## src/rtl/wb_pkg.sv

```systemverilog
// Shared constants and types for the writeback sequencer: opcodes, instruction
// classes, FSM state encoding and writeback-mux select codes.
package wb_pkg;

  localparam logic [6:0] OP_OP     = 7'b0110011;
  localparam logic [6:0] OP_OP_IMM = 7'b0010011;
  localparam logic [6:0] OP_LUI    = 7'b0110111;
  localparam logic [6:0] OP_AUIPC  = 7'b0010111;
  localparam logic [6:0] OP_LOAD   = 7'b0000011;
  localparam logic [6:0] OP_STORE  = 7'b0100011;
  localparam logic [6:0] OP_JAL    = 7'b1101111;
  localparam logic [6:0] OP_JALR   = 7'b1100111;
  localparam logic [6:0] OP_BRANCH = 7'b1100011;

  localparam logic [1:0] WB_ALU = 2'b00;
  localparam logic [1:0] WB_MEM = 2'b01;
  localparam logic [1:0] WB_PC  = 2'b10;

  typedef enum logic [2:0] {
    CLS_ALU,
    CLS_LOAD,
    CLS_STORE,
    CLS_JUMP,
    CLS_BRANCH,
    CLS_ILLEGAL
  } class_e;

  typedef enum logic [1:0] {
    S_IDLE,
    S_EXEC,
    S_MEM,
    S_WB
  } state_e;

endpackage

```

## src/rtl/wb_sequencer_if.sv

```systemverilog
// Instruction handshake, data-memory request and writeback control bundle.
// master = decode/memory side, slave = the sequencer.
interface wb_sequencer_if;
  logic       instr_valid;
  logic       instr_ready;
  logic [6:0] opcode;
  logic [4:0] rd;
  logic       mem_req;
  logic       mem_we;
  logic       mem_ready;
  logic [1:0] wb_sel;
  logic       rf_we;
  logic [4:0] rf_waddr;
  logic       pc_en;
  logic       illegal;

  modport master (
    output instr_valid, opcode, rd, mem_ready,
    input  instr_ready, mem_req, mem_we, wb_sel, rf_we, rf_waddr, pc_en, illegal
  );

  modport slave (
    input  instr_valid, opcode, rd, mem_ready,
    output instr_ready, mem_req, mem_we, wb_sel, rf_we, rf_waddr, pc_en, illegal
  );
endinterface

```

## src/rtl/wb_class_decode.sv

```systemverilog
// Combinational opcode classifier: instruction class plus the writeback-mux
// select that class will use.
module wb_class_decode
  import wb_pkg::*;
(
  input  logic [6:0] opcode,
  output class_e     cls,
  output logic [1:0] sel
);

  always_comb begin
    cls = CLS_ILLEGAL;
    sel = WB_ALU;
    case (opcode)
      OP_OP, OP_OP_IMM, OP_LUI, OP_AUIPC: begin
        cls = CLS_ALU;
        sel = WB_ALU;
      end
      OP_LOAD: begin
        cls = CLS_LOAD;
        sel = WB_MEM;
      end
      OP_STORE:  cls = CLS_STORE;
      OP_JAL, OP_JALR: begin
        cls = CLS_JUMP;
        sel = WB_PC;
      end
      OP_BRANCH: cls = CLS_BRANCH;
      default: begin
        cls = CLS_ILLEGAL;
        sel = WB_ALU;
      end
    endcase
  end

endmodule

```

## src/rtl/wb_sequencer.sv

```systemverilog
// Writeback-path control FSM: sequences EXEC / MEM / WB per instruction class.
// Optional memory-wait abort with sticky err is enabled by WB_TIMEOUT_EN.
//
// state  | meaning
// IDLE   | ready for the next instruction
// EXEC   | execute cycle, class decides the next phase
// MEM    | data-memory request outstanding
// WB     | register-file write and PC advance
module wb_sequencer
  import wb_pkg::*;
#(
  parameter int TIMEOUT_CYCLES = 16
)
(
  input  logic          clk,
  input  logic          rst_n,
  wb_sequencer_if.slave bus
`ifdef WB_TIMEOUT_EN
  ,
  output logic          err
`endif
);

  if (TIMEOUT_CYCLES < 1) begin : g_bad_timeout
    $error("TIMEOUT_CYCLES must be at least 1");
  end

  state_e     state;
  class_e     cls_q;
  logic [4:0] rd_q;
  class_e     cls_dec;
  logic [1:0] sel_dec;

  logic       instr_ready_q;
  logic       mem_req_q;
  logic       mem_we_q;
  logic [1:0] wb_sel_q;
  logic       rf_we_q;
  logic [4:0] rf_waddr_q;
  logic       pc_en_q;
  logic       illegal_q;

`ifdef WB_TIMEOUT_EN
  localparam int CNT_W = $clog2(TIMEOUT_CYCLES + 1);
  logic [CNT_W-1:0] wait_cnt;
  logic             err_q;
  assign err = err_q;
`endif

  wb_class_decode u_decode (
    .opcode (bus.opcode),
    .cls    (cls_dec),
    .sel    (sel_dec)
  );

  always_ff @(posedge clk or negedge rst_n) begin
    if (!rst_n) begin
      state         <= S_IDLE;
      cls_q         <= CLS_ALU;
      rd_q          <= 5'd0;
      instr_ready_q <= 1'b1;
      mem_req_q     <= 1'b0;
      mem_we_q      <= 1'b0;
      wb_sel_q      <= WB_ALU;
      rf_we_q       <= 1'b0;
      rf_waddr_q    <= 5'd0;
      pc_en_q       <= 1'b0;
      illegal_q     <= 1'b0;
`ifdef WB_TIMEOUT_EN
      wait_cnt      <= '0;
      err_q         <= 1'b0;
`endif
    end else begin
      pc_en_q   <= 1'b0;
      illegal_q <= 1'b0;
      rf_we_q   <= 1'b0;
      case (state)
        S_IDLE: begin
          if (bus.instr_valid) begin
            state         <= S_EXEC;
            cls_q         <= cls_dec;
            rd_q          <= bus.rd;
            instr_ready_q <= 1'b0;
            wb_sel_q      <= sel_dec;
            // Branch/illegal retire at the end of EXEC, so their pulses land there.
            pc_en_q       <= (cls_dec == CLS_BRANCH) || (cls_dec == CLS_ILLEGAL);
            illegal_q     <= (cls_dec == CLS_ILLEGAL);
          end
        end
        S_EXEC: begin
          case (cls_q)
            CLS_LOAD, CLS_STORE: begin
              state     <= S_MEM;
              mem_req_q <= 1'b1;
              mem_we_q  <= (cls_q == CLS_STORE);
`ifdef WB_TIMEOUT_EN
              wait_cnt  <= '0;
`endif
            end
            CLS_ALU, CLS_JUMP: begin
              state      <= S_WB;
              rf_we_q    <= (rd_q != 5'd0);
              rf_waddr_q <= rd_q;
              pc_en_q    <= 1'b1;
            end
            default: begin
              state         <= S_IDLE;
              instr_ready_q <= 1'b1;
              wb_sel_q      <= WB_ALU;
            end
          endcase
        end
        S_MEM: begin
          if (bus.mem_ready) begin
            mem_req_q <= 1'b0;
            mem_we_q  <= 1'b0;
            if (cls_q == CLS_LOAD) begin
              state      <= S_WB;
              rf_we_q    <= (rd_q != 5'd0);
              rf_waddr_q <= rd_q;
              pc_en_q    <= 1'b1;
            end else begin
              state         <= S_IDLE;
              instr_ready_q <= 1'b1;
              wb_sel_q      <= WB_ALU;
            end
          end
`ifdef WB_TIMEOUT_EN
          else if (wait_cnt == CNT_W'(TIMEOUT_CYCLES - 1)) begin
            state         <= S_IDLE;
            mem_req_q     <= 1'b0;
            mem_we_q      <= 1'b0;
            instr_ready_q <= 1'b1;
            wb_sel_q      <= WB_ALU;
            err_q         <= 1'b1;
          end else begin
            wait_cnt <= wait_cnt + 1'b1;
          end
`endif
        end
        S_WB: begin
          state         <= S_IDLE;
          instr_ready_q <= 1'b1;
          wb_sel_q      <= WB_ALU;
          rf_waddr_q    <= 5'd0;
        end
        default: begin
          state         <= S_IDLE;
          instr_ready_q <= 1'b1;
          mem_req_q     <= 1'b0;
          mem_we_q      <= 1'b0;
          wb_sel_q      <= WB_ALU;
        end
      endcase
    end
  end

  assign bus.instr_ready = instr_ready_q;
  assign bus.mem_req     = mem_req_q;
  assign bus.mem_we      = mem_we_q;
  assign bus.wb_sel      = wb_sel_q;
  assign bus.rf_we       = rf_we_q;
  assign bus.rf_waddr    = rf_waddr_q;
  assign bus.illegal     = illegal_q;
  // A store retires on its mem_ready cycle, so its PC pulse follows mem_ready directly.
  assign bus.pc_en       = pc_en_q |
                           ((state == S_MEM) && (cls_q == CLS_STORE) && bus.mem_ready);

endmodule

```

## src/flat_wrapper.sv

```systemverilog
// flat-port wrapper written by rule: the top's interface ports become plain ports
module wb_sequencer_flat import wb_pkg::*;
#(
  parameter int TIMEOUT_CYCLES = 16
)
  (clk, rst_n, bus_instr_valid, bus_opcode, bus_rd, bus_mem_ready, bus_instr_ready, bus_mem_req, bus_mem_we, bus_wb_sel, bus_rf_we, bus_rf_waddr, bus_pc_en, bus_illegal);
  wb_sequencer_if bus_i ();
  input  logic clk;
  input  logic rst_n;
  input wire logic [$bits(bus_i.instr_valid)-1:0] bus_instr_valid;
  input wire logic [$bits(bus_i.opcode)-1:0] bus_opcode;
  input wire logic [$bits(bus_i.rd)-1:0] bus_rd;
  input wire logic [$bits(bus_i.mem_ready)-1:0] bus_mem_ready;
  output wire logic [$bits(bus_i.instr_ready)-1:0] bus_instr_ready;
  output wire logic [$bits(bus_i.mem_req)-1:0] bus_mem_req;
  output wire logic [$bits(bus_i.mem_we)-1:0] bus_mem_we;
  output wire logic [$bits(bus_i.wb_sel)-1:0] bus_wb_sel;
  output wire logic [$bits(bus_i.rf_we)-1:0] bus_rf_we;
  output wire logic [$bits(bus_i.rf_waddr)-1:0] bus_rf_waddr;
  output wire logic [$bits(bus_i.pc_en)-1:0] bus_pc_en;
  output wire logic [$bits(bus_i.illegal)-1:0] bus_illegal;
  assign bus_i.instr_valid = bus_instr_valid;
  assign bus_i.opcode = bus_opcode;
  assign bus_i.rd = bus_rd;
  assign bus_i.mem_ready = bus_mem_ready;
  assign bus_instr_ready = bus_i.instr_ready;
  assign bus_mem_req = bus_i.mem_req;
  assign bus_mem_we = bus_i.mem_we;
  assign bus_wb_sel = bus_i.wb_sel;
  assign bus_rf_we = bus_i.rf_we;
  assign bus_rf_waddr = bus_i.rf_waddr;
  assign bus_pc_en = bus_i.pc_en;
  assign bus_illegal = bus_i.illegal;
  wb_sequencer #(.TIMEOUT_CYCLES(TIMEOUT_CYCLES)) u_core (.clk(clk), .rst_n(rst_n), .bus(bus_i));
endmodule
```

## config.mk

```make
export PLATFORM = sky130hd
export DESIGN_NAME = wb_sequencer_flat
export DESIGN_NICKNAME = d
export VERILOG_FILES = /design/src/rtl/wb_pkg.sv /design/src/rtl/wb_sequencer_if.sv /design/src/rtl/wb_class_decode.sv /design/src/rtl/wb_sequencer.sv /design/src/flat_wrapper.sv
export SDC_FILE = /design/constraint.sdc
export NUM_CORES = 1
export LEC_CHECK = 0
export ABC_AREA = 1
export CAP_MARGIN = 20
export CORE_ASPECT_RATIO = 1.2
export CORE_UTILIZATION = 50
export CTS_CLUSTER_SIZE = 25
export DETAILED_ROUTE_END_ITERATION = 10
export GPL_ROUTABILITY_DRIVEN = 0
export PLACE_DENSITY = 0.77
export SLEW_MARGIN = 10
export SYNTH_ARGS = -nofsm -noshare
export SYNTH_HDL_FRONTEND = slang
export SYNTH_HIERARCHICAL = 1
export SYNTH_SLANG_ARGS = --single-unit
```

## constraint.sdc

```tcl
create_clock -name clk -period 2.7 [get_ports clk]
set_input_delay 0.54 -clock clk [delete_from_list [all_inputs] [get_ports clk]]
set_output_delay 0.54 -clock clk [all_outputs]
set_load 0.005 [all_outputs]
```

=== Yosys cells after proc, flatten, opt, wreduce, memory -nomap -nowiden ===
Cells that the tools add are included.

* Eq/ne operators: 24
* Muxes and demuxes: 37
* Bitwise operators: 1
* Reductions and logical operators: 18

{| class="wikitable"
|+ Operator list
! cell !! count
|-
| $eq A7 B6 Y1 const B || 3
|-
| $eq A7 B7 Y1 const B || 3
|-
| $mux W1 || 16
|-
| $pmux W2 S4 || 2
|-
| $mux W5 || 3
|-
| $pmux W3 S5 || 1
|-
| $pmux W5 S3 || 1
|-
| $eq A7 B5 Y1 const B || 2
|-
| $mux W2 || 7
|-
| $ne A2 B2 Y1 const B || 4
|-
| $pmux W2 S2 || 2
|-
| $reduce_and A4 Y1 || 2
|-
| $reduce_or A4 Y1 || 2
|-
| $eq A7 B2 Y1 const B || 1
|-
| $eq A3 B2 Y1 const B || 2
|-
| $eq A3 B3 Y1 const B || 2
|-
| $ne A2 B1 Y1 const B || 3
|-
| $pmux W1 S2 || 3
|-
| $reduce_or A2 Y1 || 3
|-
| $reduce_bool A5 Y1 || 1
|-
| $eq A2 B2 Y1 const B || 2
|-
| $pmux W1 S4 || 1
|-
| $reduce_and A2 Y1 || 2
|-
| $eq A3 B1 Y1 const B || 1
|-
| other kinds (10) || 11
|}

* Register bits: 23
* Output and inout bits: 13
* Logic and storage cells: 91

=== Depth between registers and ports, before layout ===
* Depth after elaboration: 7
* Depth in mapped cells: 11
* Mapped depth without buffers: 11

=== Hierarchy ===
Netlist, hierarchy kept.

{| class="wikitable"
|+ Modules (own cells, without submodules)
! module !! instances !! cells each !! area an instance (um^2) !! sequential area each (um^2)
|-
| wb_sequencer || 1 || 144 || 1173.6 || 576.8
|-
| wb_class_decode || 1 || 25 || 137.6 || 0.0
|}

=== Worst setup path after synthesis ===
No wires, ideal clock.

* Kind: reg2out
* Start: register u_core.state[0]
* End: output bus_pc_en
* Arrival time: 1.012 ns
* Data required time: 2.160 ns
* Setup slack: 1.148 ns
* Stages on the path, launching flop included: 5
* Buffers on the path: 0
* Path through: dfrtp_1 > inv_1 > ha_1 > nand2_1 > o21bai_1

* Longest elaborated chain between the ends: 4

{| class="wikitable"
|+ Ends and longest elaborated chain
! what !! RTL line !! RTL
|-
| start: declaration || wb_sequencer.sv:28 || <nowiki>state_e state;</nowiki>
|-
| start signal: assignment || wb_sequencer.sv:58 || <nowiki>state <= S_IDLE;</nowiki>
|-
| start signal: assignment || wb_sequencer.sv:80 || <nowiki>state <= S_EXEC;</nowiki>
|-
| start signal: assignment || wb_sequencer.sv:93 || <nowiki>state <= S_MEM;</nowiki>
|-
| $eq A2 B2 Y1 || wb_sequencer.sv:167 || <nowiki>((state == S_MEM) && (cls_q == CLS_STORE) && bus.mem_ready);</nowiki>
|-
| $logic_and A1 B1 Y1 (2 in a row) || wb_sequencer.sv:167 ||
|-
| $or A1 B1 Y1 || wb_sequencer.sv:166 || <nowiki>assign bus.pc_en = pc_en_q |</nowiki>
|-
| end: declaration || flat_wrapper.sv:20 || <nowiki>output wire logic [$bits(bus_i.pc_en)-1:0] bus_pc_en;</nowiki>
|}

No other way between the ends.

=== Worst setup path after layout ===
Ends and elaborated chain as after synthesis.

==> results by stage <==
Global routing:
- The via count of the first global-routing pass is 1186.
- In the global route stage, overall resource usage came out at 22.2%.
- The aggregate global routing overflow is 0.
- The first global-routing pass estimated 4.86 mm of wire.
- The maximum number of pins on one net before global-route repair is 18.
- The number of antenna violations at the first check in global routing is 0.

Detailed routing:
- The remaining antenna violation count after routing is 0.
- For this run, the detailed router's first-pass iteration total came to 4.
- The detailed route wirelength on metal3 is 68 µm.
- The first routing iteration left 37 violations.
- The routed design has 2.65 mm of wire.
- The highest metal layer with signal wires is met4.
- The total DRC errors in the routed layout is 0.
- After detailed routing, the number of vias per cell comes to 5.05.
- For this block, wires on met1 add up to 1.15 mm.
- The per-cell routed wire length is 11.4 µm.
- The number of vias after detailed routing is 1172.
- The routed length on met2 is 1.40 mm.

Logic synthesis:
- After synthesis the netlist holds a flip-flop and latch count of 23.
- Sorting the synthesized cells by how often they occur yields sky130_fd_sc_hd__nand2_1 (48), sky130_fd_sc_hd__dfrtp_1 (22), sky130_fd_sc_hd__inv_1 (20).
- Ranked by total cell area, the synthesized netlist is headed by sky130_fd_sc_hd__dfrtp_1 (42%), sky130_fd_sc_hd__nand2_1 (14%), sky130_fd_sc_hd__nand3_1 (6.1%).
- The fraction of the yosys area taken by sequential cells is 44.0%.
- A synthesized cell averages 7.76 µm².
- The area share of the largest cell type after synthesis is 42.0%.
- The count of flip-flops with a built-in enable after synthesis is 0.
- In the post-synthesis netlist, the cell with the most instances is sky130_fd_sc_hd__nand2_1.
- When the netlist entered floorplanning its net count stood at 189.
- For this run, the number of Yosys warnings is 6.
- Synthesis produced a netlist whose cell count is 169.
- The commonest register cell after synthesis is sky130_fd_sc_hd__dfrtp_1.
- The cell area after synthesis is 1310 µm².
- The number of distinct library cell variants in the gate-level netlist after synthesis is 24.
- Of all flip-flops after synthesis, the portion carrying an async set or reset was 100%.
- sky130_fd_sc_hd__dfrtp_1 takes more of the synthesized area than any other cell.

Clock network:
- TritonCTS built the clock tree.
- The clock root buffer is sky130_fd_sc_hd__clkbuf_4.
- The register clock-pin slew on the reported worst setup and hold paths is 0.11 ns.
- CTS built an H-tree with a depth of 1.
- Post-CTS timing repair inserted 0 buffers for setup.
- The clock sink total is 23.
- The number of hold buffers added after CTS was 0.
- After clock tree synthesis, the repair step resized 0 gates.
- The TritonCTS buffer count is 3.
- The clock latency at the later pin of the worst-skew pair is 0.29 ns.
- Counting along the longest clock path gives a buffer depth of 2.

Pwr:
- The clock group share of total power is 10.3%.
- The proportion of total power due to net switching is 41.2%.
- The total power density per cell area is 886 nW/µm².
- Total power for the finished layout comes to 1.47 mW.
- The share of total power in sequential cells is 37.2%.
- Summed over all nets, the switching power comes to 605 µW.
- The combinational fraction of design power is 52.5%.
- Internal power comes to 864 µW.
- The worst-case IR drop observed on VDD is 479 µV.
- The static leakage power is 0.830 nW.

Worst hold path:
- The worst hold path was traced through 2 stages.
- The beginning of the worst hold path is u_core/bus.rf_waddr[0]$_DFFE_PN0P_.
- For hold timing, the worst endpoint is u_core/bus.rf_waddr[0]$_DFFE_PN0P_.
- The type of the tightest min-delay check is reg -> reg.

STA:
- Summed over all failing endpoints, the final setup total negative slack is 0 ns.
- The count of pins over their slew limit is 0.
- Setup violations remaining at the end of the flow were counted as 0.
- Setup repair after global routing left no endpoint under its margin.
- Based on the critical path, the design can be clocked at up to 403 MHz.
- The relative slew slack is 48.8%.
- The share of the clock period used by the worst path after layout is 91.8%.
- The actual transition at the worst max-transition pin is 0.766 ns.
- Across the routed clock network, the largest skew measured is 0.00429 ns.
- The number of failing hold endpoints at the final stage is 0.
- The final critical path time including I/O delays and setup is 2.48 ns.
- Final hold analysis gives a worst-case slack of 0.487 ns.

Placed design:
- The post-detailed-placement half-perimeter wirelength is 2.14 mm.
- Buffers placed on the I/O ports in this run total 28.
- The placed instances occupy a cell area of 1630 µm².

Worst setup path:
- The classification of the worst setup path is reg -> out.
- STA classifies the critical path startpoint as a flip-flop.
- The worst register-to-register path begins at u_core/state[0]$_DFFE_PN0N_.
- For the worst setup path, the data required time is 2.16 ns.
- The type of element capturing the critical path is a primary output.
- Traced cell by cell, the critical path runs through inv_1, ha_1, nand2_1, o21bai_1, clkdlybuf4s50_1.
- The internal reg-to-reg setup slack is 1.03 ns.
- The combined buffer and inverter count along the critical path is 2.
- Among all stages on the critical path, the largest delay is contributed by sky130_fd_sc_hd__clkdlybuf4s50_1.
- The logic depth of the worst register-to-register path is 8.
- The critical path's largest stage delay is 0.51 ns.
- The endpoint of the lowest-slack register-to-register path is u_core/pc_en_q$_DFF_PN0_.
- Along the worst path, the maximum fanout reaches 7.
- The number of cells on the critical path is 5.
- STA puts the critical path data arrival time at 1.94 ns.
- The kind of cell adding the most delay to the critical path is buffers and inverters.

Floorplanning:
- Row generation in the floorplan step produced 19 rows.
- The starting density of the core is 55.2%.
- The floorplan step defined a core boundary enclosing 2380 µm².
- The floorplan die area is 2830 µm².
- The floorplan step set the die width to 48.8 µm.
- During I/O placement, the number of pins put on the boundary was 29.
- The vertical die dimension is 58.1 µm.

Run:
- The number of maximum-capacitance constraint violations is 0.

Final layout:
- The net count reported at finish is 222.
- The area added between synthesis and finish is 26.5%.
- The layout cell share with drive strength beyond 1 is 14.9%.
- The final standard cell area without fillers is 1660 µm².
- The diode insertion count for antenna repair is 0.

Status:
- The flow ran to the end, and the final reports show no timing, DRC or antenna violations.
## cell type report
type | instances | area (µm²)
fill | 191 | 718
multi-input combinational | 119 | 632
sequential | 23 | 577
timing repair buffer | 29 | 288
inverter | 26 | 97.6
tap | 31 | 38.8
clock buffer | 4 | 26.3
## worst register-to-register path: cells and delay by family (launching register included)
kind                     cells  cell delay [ns]
adder cells (fa/ha/maj)      1             0.23
AND/OR/NAND/NOR              4             0.50
flip-flops                   1             0.44
buffers and inverters        3             0.46
## registers in the layout, indices dropped and copies added (netlist names)
signal	cells
u_core/bus.wb_sel	2
u_core/bus.illegal	1
u_core/bus.mem_we	1
u_core/bus.mem_req	1
u_core/state	2
u_core/bus.rf_we	1
u_core/rd_q	5
u_core/cls_q	3
u_core/bus.instr_ready	1
u_core/pc_en_q	1
u_core/bus.rf_waddr	5
## logic make-up after synthesis
logic type,Yosys count,synth area share [%]
buffers and inverters,27,7.82
AND/OR/NAND/NOR,99,37.4
AO/OA/AOI/OAI,16,6.97
adder cells (fa/ha/maj),4,3.82
flip-flops,23,44.0
## routing by layer
metal,vias to the layer above,GRT usage (%)
met1,547,25.2
met4,0,8.82
met3,2,2.62
met5,-,0
met2,23,42.3
li1,600,-
## power by group through the flow
stage / clock (mW) / sequential, mW / combinational, mW
floorplan: 0 / 0.551 / 0.498
global placement: 0 / 0.548 / 0.752
detailed placement: 0 / 0.557 / 0.769
CTS: 0.160 / 0.548 / 0.774
global route: 0.172 / 0.566 / 0.878
finish: 0.151 / 0.547 / 0.771
## cells in the final DEF, fill, tap and decap left out
cell,synthesis,final
sky130_fd_sc_hd__nand2_1,48,48
sky130_fd_sc_hd__clkdlybuf4s50_1,0,28
sky130_fd_sc_hd__dfrtp_1,22,22
sky130_fd_sc_hd__inv_1,20,20
sky130_fd_sc_hd__nand3_1,16,16
sky130_fd_sc_hd__nor2_1,15,15
sky130_fd_sc_hd__o21ai_0,9,9
sky130_fd_sc_hd__inv_2,6,6
sky130_fd_sc_hd__nand3_2,6,6
sky130_fd_sc_hd__nor2_2,4,4
sky130_fd_sc_hd__ha_1,4,4
sky130_fd_sc_hd__clkbuf_4,0,3
sky130_fd_sc_hd__nand4_1,3,3
sky130_fd_sc_hd__a21oi_1,2,2
sky130_fd_sc_hd__nand2_2,2,2
sky130_fd_sc_hd__nor2_4,2,2
sky130_fd_sc_hd__clkbuf_1,0,1
sky130_fd_sc_hd__o21bai_1,1,1
sky130_fd_sc_hd__nand2_4,1,1
sky130_fd_sc_hd__nand3_4,1,1
sky130_fd_sc_hd__a21oi_2,1,1
sky130_fd_sc_hd__o21ai_2,1,1
sky130_fd_sc_hd__o21ai_1,1,1
sky130_fd_sc_hd__or2_2,1,1
sky130_fd_sc_hd__dfstp_2,1,1
sky130_fd_sc_hd__buf_4,0,1
sky130_fd_sc_hd__o22ai_1,1,1
## worst max-delay path by stage
stage / start / endpoint
after floorplan: u_core/state[0]$_DFFE_PN0N_ / bus_pc_en
after global placement: bus_mem_ready / bus_pc_en
after detailed placement: bus_mem_ready / bus_pc_en
after CTS: u_core/state[0]$_DFFE_PN0N_ / bus_pc_en
after global routing: u_core/state[0]$_DFFE_PN0N_ / bus_pc_en
final: u_core/state[0]$_DFFE_PN0N_ / bus_pc_en
## stage by stage
stage          worst slack, ns  instances  utilization, %
2_1_floorplan             1.15        169               -
3_3_place_gp             0.412        228            68.7
3_5_place_dp             0.367        228            68.7
4_1_cts                  0.208        232            69.8
5_1_grt                 0.0943        232            69.8
6_report                 0.222        232            69.8
Note: power is estimated with default switching activity, not from simulation.
